$ cat config.mk
export PLATFORM = sky130hd
export DESIGN_NAME = mem_stage
export DESIGN_NICKNAME = d
export VERILOG_FILES = /design/src/rtl/mem_stage_pkg.sv /design/src/rtl/mem_stage_load_ext.sv /design/src/rtl/mem_stage.sv
export SDC_FILE = /design/constraint.sdc
export NUM_CORES = 1
export LEC_CHECK = 0
export ABC_AREA = 1
export CORE_AREA = 10 10 170 172
export DETAILED_ROUTE_END_ITERATION = 16
export DIE_AREA = 0 0 180 182
export DONT_BUFFER_PORTS = 1
export HOLD_SLACK_MARGIN = 0.12
export MAX_ROUTING_LAYER = met4
export PLACE_DENSITY = 0.65
export SYNTH_ARGS = -nofsm -noshare
export SYNTH_HDL_FRONTEND = slang
export SYNTH_SLANG_ARGS = --single-unit
$ cat constraint.sdc
create_clock -name clk -period 2.1 [get_ports clk]
set_input_delay 0.21 -clock clk [delete_from_list [all_inputs] [get_ports clk]]
set_output_delay 0.21 -clock clk [all_outputs]
set_load 0.05 [all_outputs]
$ cat src/rtl/mem_stage_pkg.sv
// Shared definitions for the MEM stage: bundle layouts, access sizes and exception codes.
package mem_stage_pkg;

  localparam int unsigned EX_TO_MEM_W = 107;
  localparam int unsigned MEM_TO_WB_W = 103;
  localparam int unsigned EXCEPT_W    = 87;

  // Memory access size encodings carried in mem_size
  localparam logic [1:0] SZ_B = 2'd0;
  localparam logic [1:0] SZ_H = 2'd1;
  localparam logic [1:0] SZ_W = 2'd2;

  // Exception codes as reported to CSR ESTAT.Ecode
  localparam logic [5:0] ECODE_INT = 6'h00;
  localparam logic [5:0] ECODE_ADE = 6'h08;
  localparam logic [5:0] ECODE_ALE = 6'h09;
  localparam logic [5:0] ECODE_SYS = 6'h0b;
  localparam logic [5:0] ECODE_BRK = 6'h0c;
  localparam logic [5:0] ECODE_INE = 6'h0d;

  typedef struct packed {
    logic [31:0] pc;
    logic [31:0] ir;
    logic        gr_we;
    logic [4:0]  rf_waddr;
    logic [31:0] alu_result;
    logic        mem_re;
    logic        mem_we;
    logic [1:0]  mem_size;
    logic        mem_sign;
  } ex_bus_t;

  // exc bits, MSB first: sys, adef, brk, ine, int, ale
  typedef struct packed {
    logic        csr_re;
    logic        csr_we;
    logic [31:0] csr_wmask;
    logic [31:0] csr_wvalue;
    logic [13:0] csr_num;
    logic        ertn_flush;
    logic [5:0]  exc;
  } exc_bus_t;

  // An access was issued to the data SRAM only when no exception suppressed it
  function automatic logic is_mem_req(input ex_bus_t b, input exc_bus_t e);
    return (b.mem_re | b.mem_we) & ~(|e.exc);
  endfunction

  // Highest-priority exception code for a bundle
  function automatic logic [5:0] exc_ecode(input exc_bus_t e);
    if (e.exc[1])      return ECODE_INT;
    else if (e.exc[4]) return ECODE_ADE;
    else if (e.exc[5]) return ECODE_SYS;
    else if (e.exc[3]) return ECODE_BRK;
    else if (e.exc[2]) return ECODE_INE;
    else               return ECODE_ALE;
  endfunction

endpackage

$ cat src/rtl/mem_stage_load_ext.sv
// Load data extractor: selects the addressed byte/half/word and extends it to 32 bits.
module mem_load_ext
  import mem_stage_pkg::*;
(
  input  logic [31:0] raw,
  input  logic [1:0]  off,
  input  logic [1:0]  size,
  input  logic        sign,
  output logic [31:0] value
);

  logic [31:0] shifted;
  logic [15:0] half;

  assign shifted = raw >> {off, 3'b000};
  assign half    = off[1] ? raw[31:16] : raw[15:0];

  // Pick the lane for the access size and extend
  always_comb begin
    value = raw;
    case (size)
      SZ_B:    value = {{24{sign & shifted[7]}}, shifted[7:0]};
      SZ_H:    value = {{16{sign & half[15]}}, half};
      SZ_W:    value = raw;
      default: value = raw;
    endcase
  end

endmodule

$ cat src/rtl/mem_stage.sv
// MEM pipeline stage: holds the EX bundle until its data-SRAM response arrives, extracts
// load data, and drops responses that belong to flushed instructions.
module mem_stage
  import mem_stage_pkg::*;
#(
  parameter int unsigned FWD_W = 39
) (
  input  logic                   clk,
  input  logic                   rst,
  input  logic                   EX_to_MEM_valid,
  input  logic [EX_TO_MEM_W-1:0] EX_to_MEM_zip,
  input  logic [EXCEPT_W-1:0]    EX_except_zip,
  output logic                   MEM_allowin,
  input  logic                   data_sram_data_ok,
  input  logic [31:0]            data_sram_rdata,
  input  logic                   WB_allowin,
  input  logic                   wb_flush,
  output logic [MEM_TO_WB_W-1:0] MEM_to_WB_zip,
  output logic [EXCEPT_W-1:0]    MEM_except_zip,
  output logic [FWD_W-1:0]       mem_fwd,
  output logic                   mem_has_ex
);

  ex_bus_t     bus_in, bus_q;
  exc_bus_t    exc_in, exc_q;
  logic        valid_q, wait_q, buf_valid_q;
  logic [31:0] buf_q;
  logic [1:0]  drop_q, drop_d;

  logic        req, req_in, resp_ok, ready_go, leave, accept, capture;
  logic [31:0] raw, load_val, rf_wdata;

  assign bus_in = ex_bus_t'(EX_to_MEM_zip);
  assign exc_in = exc_bus_t'(EX_except_zip);

  assign req     = is_mem_req(bus_q, exc_q);
  assign req_in  = is_mem_req(bus_in, exc_in);
  // Responses seen while drop_q is nonzero belong to flushed instructions
  assign resp_ok = data_sram_data_ok & (drop_q == 2'd0);

  assign ready_go    = ~valid_q | ~req | buf_valid_q | (wait_q & resp_ok);
  assign MEM_allowin = ~valid_q | (ready_go & WB_allowin);
  assign leave       = valid_q & ready_go & WB_allowin;
  assign accept      = EX_to_MEM_valid & MEM_allowin & ~wb_flush;
  assign capture     = resp_ok & valid_q & wait_q & ~WB_allowin & ~wb_flush;

  // Count responses still owed to flushed requests, saturating at 3
  always_comb begin
    logic [2:0] sum;
    sum = {1'b0, drop_q};
    if (wb_flush & valid_q & wait_q & ~resp_ok)                sum = sum + 3'd1;
    if (wb_flush & EX_to_MEM_valid & MEM_allowin & req_in)     sum = sum + 3'd1;
    if (data_sram_data_ok & (drop_q != 2'd0))                  sum = sum - 3'd1;
    drop_d = (sum > 3'd3) ? 2'd3 : sum[1:0];
  end

  // Stage registers: flush beats accept, accept and capture are mutually exclusive
  always_ff @(posedge clk) begin
    if (rst) begin
      valid_q     <= 1'b0;
      wait_q      <= 1'b0;
      buf_valid_q <= 1'b0;
      buf_q       <= '0;
      bus_q       <= '0;
      exc_q       <= '0;
      drop_q      <= 2'd0;
    end else begin
      drop_q <= drop_d;
      if (wb_flush) begin
        valid_q     <= 1'b0;
        wait_q      <= 1'b0;
        buf_valid_q <= 1'b0;
      end else if (accept) begin
        valid_q     <= 1'b1;
        wait_q      <= req_in;
        buf_valid_q <= 1'b0;
        bus_q       <= bus_in;
        exc_q       <= exc_in;
      end else if (leave) begin
        valid_q     <= 1'b0;
        wait_q      <= 1'b0;
        buf_valid_q <= 1'b0;
      end else if (capture) begin
        buf_q       <= data_sram_rdata;
        buf_valid_q <= 1'b1;
        wait_q      <= 1'b0;
      end
    end
  end

  assign raw = buf_valid_q ? buf_q : data_sram_rdata;

  mem_load_ext u_load_ext (
    .raw   (raw),
    .off   (bus_q.alu_result[1:0]),
    .size  (bus_q.mem_size),
    .sign  (bus_q.mem_sign),
    .value (load_val)
  );

  assign rf_wdata = bus_q.mem_re ? load_val : bus_q.alu_result;

  assign MEM_to_WB_zip  = {valid_q & ready_go, bus_q.pc, bus_q.ir, bus_q.gr_we, bus_q.rf_waddr,
                           rf_wdata};
  assign MEM_except_zip = exc_q;
  assign mem_fwd        = FWD_W'({valid_q & bus_q.gr_we, bus_q.rf_waddr, rf_wdata,
                                  valid_q & bus_q.mem_re & ~ready_go});
  assign mem_has_ex     = valid_q & (exc_q.ertn_flush | (|exc_q.exc));

endmodule

; Word level (Yosys, flattened, before mapping)
; Cells that the tools add are included.
[classes]
addsub = 3
n_lt_le_gt_ge = 1
n_eq_ne = 1
shifts = 1
muxes = 13
n_bitwise = 43
reduce_logical = 11
[ops]
columns = op, n
row1 = $mux W32, 2
row2 = $pmux W32 S2, 1
row3 = $shr A32 B5 Y8, 1
row4 = $and A1 B1 Y1, 26
row5 = $mux W16, 1
row6 = $reduce_or A6 Y1, 2
row7 = $not A1 Y1, 10
row8 = $mux W3, 3
row9 = $or A1 B1 Y1, 7
row10 = $mux W1, 5
row11 = $logic_not A2 Y1, 2
row12 = $reduce_and A4 Y1, 1
row13 = $reduce_bool A2 Y1, 2
row14 = $reduce_or A4 Y1, 1
row15 = $add A2 B1 Y3 const B, 1
row16 = $add A3 B1 Y3 const B, 1
row17 = $gt A3 B2 Y1 const B, 1
row18 = $reduce_bool A3 Y1, 1
row19 = $sub A3 B1 Y3 const B, 1
row20 = $eq A2 B1 Y1 const B, 1
row21 = $mux W2, 1
row22 = $reduce_and A2 Y1, 1
row23 = $reduce_or A2 Y1, 1
[totals]
ff_bits = 231
in_bits = 232
output_inout_bits = 231
elab_cells = 94

; Longest topological paths before layout
[logic_depth]
ltp_word = 16
depth_mapped = 20
depth_no_buf = 20

; By module
; A second synthesis with hierarchy kept.
[hier_totals]
hier_cells = 1488
area_unflattened_um2 = 10862.9
[by_module_without_submodules]
columns = module, n_inst, cells_per_inst, area_per_inst_um2, seq_area_each_um2
row1 = mem_stage, 1, 1335, 9954.5, 4624.4
row2 = mem_load_ext, 1, 153, 908.4, 0.0

; Worst setup path after synthesis
; No wires, ideal clock.
[synth_timing]
path_type = flip-flop to output port
start = reg bus_q[6] in the netlist's numbering
end = out mem_fwd[1]
arrival_time_ns = 2.496
t_required_ns = 1.890
path_slack_ns = -0.606
path_stages_with_launch = 10
cell_sequence = dfxtp_1 buf_2 inv_1 buf_1 mux2i_1 nor2_1 nor2_1 nor2_1 a21oi_1 buf_4
[synth_between]
elab_chain_len = 3
elab_cells_between_ends = 4
classes_between = shift (1) / mux (3)
[synth_rtl]
columns = item, line_no
row1 = "start, declared", mem_stage.sv:24  ; ex_bus_t bus_in, bus_q;
row2 = "start signal, assigned", mem_stage.sv:77  ; bus_q <= bus_in;
row3 = $shr A32 B5 Y8 or $mux W16 (tied branches), "mem_stage_load_ext.sv:15, mem_stage_load_ext.sv:16"
row4 = $pmux W32 S2 (*), mem_stage_load_ext.sv:21  ; case (size)
row5 = $mux W32 (*), mem_stage.sv:101  ; assign rf_wdata = bus_q.mem_re ? load_val : bus_q.alu_result;
row6 = "end, declared", mem_stage.sv:20  ; output logic [FWD_W-1:0] mem_fwd,
; Every way passes the cells marked *; elsewhere a longest branch is shown, timed or not.

; Worst setup path in the final report
[layout_timing]
start = reg buf_valid_q
end = out mem_fwd[23]
[layout_between]
elab_chain_len = 5
elab_cells_between_ends = 7
classes_between = shift (1) / mux (4) / bitwise (2)
[layout_rtl]
columns = item, line_no
row1 = "start, declared", mem_stage.sv:26  ; logic valid_q, wait_q, buf_valid_q;
row2 = "start signal, assigned", mem_stage.sv:62  ; buf_valid_q <= 1'b0;
row3 = "start signal, assigned", mem_stage.sv:72  ; buf_valid_q <= 1'b0;
row4 = "start signal, assigned", mem_stage.sv:76  ; buf_valid_q <= 1'b0;
row5 = $mux W32 (*), mem_stage.sv:91  ; assign raw = buf_valid_q ? buf_q : data_sram_rdata;
row6 = $shr A32 B5 Y8 or $mux W16 (tied branches), "mem_stage_load_ext.sv:15, mem_stage_load_ext.sv:16"
row7 = $and A1 B1 Y1 (on tied branches), "mem_stage_load_ext.sv:22, mem_stage_load_ext.sv:23"
row8 = $pmux W32 S2 (*), mem_stage_load_ext.sv:21
row9 = $mux W32 (*), mem_stage.sv:101
; Marked as above.

==> results.cfg <==
[outcome]
status = finished, violations left
violations = hold timing, setup timing

[critical_path]
worstPathMaxFanout = 8
required_ns = 1.89
slowest_stage = dfxtp_4
r2r_slack_ns = -0.22
critPathKind = register to primary output
cp.buffers_inverters = 3
max_stage_delay_ns = 0.39
crit_top_cell = nand2_2
crit_chain = buf_8 -> nand2_4 -> nand2_2 -> o211ai_1 -> nand2_2 -> nand3_4 -> nand2_8 -> o21ai_4 -> inv_2 -> buf_12
start_kind = register
end_kind = primary output
critical-path-top-delay-family = simple AND/OR/NAND/NOR gates
cp.arrival_ns = 2.27

[logic_synthesis]
yosys.cell_types.count = 38
seq_area_frac_synth_pct = 43.2
synth_cells = 1511
synth_warnings = 0
avgSynthCellArea_um2 = 7.08
synth_seq_cells = 231
synth_fp_nets = 1747
syn_area_um2 = 10700

[clock_tree]
numClockSinks = 231
clock_tree.root_cell = clkbuf_16
insertion_delay_ns = 0.54
numCtsBuffers = 25
clk_pin_slew_ns = 0.06
h-tree-depth = 1
cts_tree = built
max-clock-path-buffers = 3

[power_and_ir_drop]
leakagePower_nw = 7.54
peakVddDrop_uv = 734
power_density_nw_per_um2 = 747

[die]
fp.dieH_um = 182
pin_count = 463
die_area_um2 = 32800
die_x_um = 180
start_util_pct = 41.8
core_area_um2 = 25600
floorplan.rows = 59

[placed_design]
io_buffers = 0
hpwlAfterDp_um = 26400
gp_congestion = 0.876

[layout]
n_fill_cell = 1697
layout-drive-gt1-share_pct = 42.7
final_nets = 1957
fin_util_pct = 70.4
final_common_cell = nand2_1
mostFrequentLayoutCells = 292 x nand2_1, 221 x dfxtp_1, 194 x dlygate4sd3_1
regArea_um2 = 4640
area_growth_pct = 68.4
multi_input_area_um2 = 6830

[timing]
maxSlewHeadroom_pct = 54.1
finalSetupViolCount = 234
finalCritPeriodShare_pct = 118
holdWs_ns = -0.261
drv_slew = 0
fin_ws_ns = -0.380
fin_crit_ns = 2.48
fmax_mhz = 403
hold_viol_final = 115
setup_tns_ns = -29.29
skew_ns = 0.0253
worst_pin_slew_ns = 0.688
rsz0062_at_grt = yes

[drt]
drc = 0
wl_per_cell_um = 25.6
dr.pass1.iters = 7
vias = 12000
routed_wl_um = 53400
drtIter0Drc = 1270
ant_nets = 0
via_per_inst = 5.76

[grt]
antenna_found_initial = 10
grt_max_degree = 174
grt_pass1_vias = 10400
grt_pass1_wl_um = 60600
grtUsageTotal_pct = 23.4
grt-ovfl-total = 0

[flow_run]
drv_cap = 0

[min_path]
min-delay-path-class = input port to register
==> worst paths after layout <==
| kind | start | end | cells after the start |
|---|---|---|---|
| worst max-delay path | buf_valid_q | mem_fwd[23] | 10 |
| worst min-delay path | rst | MEM_to_WB_zip[37] | 1 |
| worst max register to register | drop_q[0] | drop_q[1] | 20 |
| worst min register to register | bus_q[24] | bus_q[24] | 2 |
==> registers in the layout (all words and copies together), names as in the netlist <==
register and flops:
buf_valid_q 1, MEM_to_WB_zip 70, MEM_except_zip 87, bus_q 37, buf_q 32, valid_q 1
wait_q 1, drop_q 2
==> worst reg2reg max path: cells and delay by family, from the launching register on <==
family / cells / cell delay (ns)
DFF: 1 / 0.33
and+or+nand+nor: 12 / 0.98
AOI/OAI and AO/OA: 1 / 0.13
adders and majority gates: 3 / 0.60
buffers and inverters: 4 / 0.17
==> final cells by class <==
type / count / share of cell area, %
Multi-Input combinational cell: 1014 / 37.9
Timing Repair Buffer: 381 / 27.6
Sequential cell: 231 / 25.7
Clock buffer: 35 / 4.07
Tap cell: 335 / 2.33
Inverter: 65 / 1.48
Clock inverter: 11 / 0.521
Timing Repair inverter: 3 / 0.229
Antenna cell: 11 / 0.153
==> routing by layer <==
layer,track usage [%],vias up,wire length [um]
li1,-,5196,-
met5,-,-,0
met4,8.04,0,2940
met3,6.12,254,5830
met1,25.7,5642,18600
met2,40.4,925,26000
==> cells in the mapped netlist <==
master    number  area, um2
nand2_1      507       1900
dfxtp_1      231       4620
a21oi_1      212       1060
buf_4        111        833
nor2_1       101        379
o21ai_0       99        495
inv_1         60        225
clkbuf_1      43        161
buf_2         33        165
nand3_1       21        105
buf_6         12        135
o21ai_1       11       55.1
or2_2         11       68.8
mux2i_1        7       70.1
and2_1         6       37.5
nand4_1        6       37.5
o211ai_1       6       45.0
buf_1          4       15.0
ha_1           4       50.1
inv_2          3       11.3
o22a_1         3       26.3
a22oi_1        2       15.0
nand3_4        2       35.0
nor2_4         2       22.5
a21boi_0       1       7.51
a31oi_1        1       6.26
clkinv_1       1       3.75
inv_4          1       6.26
nand2_2        1       6.26
nand2_4        1       11.3
nand3_2        1       10.0
nor2_2         1       6.26
nor2_8         1       20.0
nor3_1         1       5.00
nor3_4         1       16.3
o211ai_2       1       12.5
o21a_1         1       7.51
or2_1          1       6.26
==> cell families (layout without fill, tap and decap cells) <==
kind of cell | Yosys count | in the layout | synth area share (%)
other cells | 0 | 11 | 0
buf+inv | 268 | 495 | 14.5
simple gates | 664 | 666 | 24.9
fa+ha+maj | 4 | 4 | 0.468
mux | 7 | 7 | 0.655
flops | 231 | 231 | 43.2
compound gates | 337 | 337 | 16.2
==> where the power goes <==
group          switching (mW)  total (mW)  internal [mW]
registers               0.667        5.26           4.60
logic                    2.11        3.69           1.58
clock network            1.94        4.51           2.57
==> metrics by stage <==
step	hold slack (ns)	total power [mW]	setup slack (ns)	area (um2)	std cells
global placement	0.298	7.47	-0.125	11100	1733
detailed placement	0.301	7.51	-0.182	11100	1733
global route	-0.276	13.8	-0.457	18000	2085
floorplan	0.345	7.01	-0.0604	10800	1511
CTS	-0.269	12.4	-0.372	14300	1957
finish	-0.261	13.5	-0.380	18000	2086
==> what timing repair did <==
item / 4_1_cts / 5_1_grt
pin swaps: 35 / 104
gates cloned: 10 / 49
endpoints found under the hold margin: 231 / 171
setup endpoints to repair: 254 / 263
hold buffers: 150 / 44
buffers inserted: 18 / 28
resized for setup: 170 / 579
(Power assumes the default switching activity.)
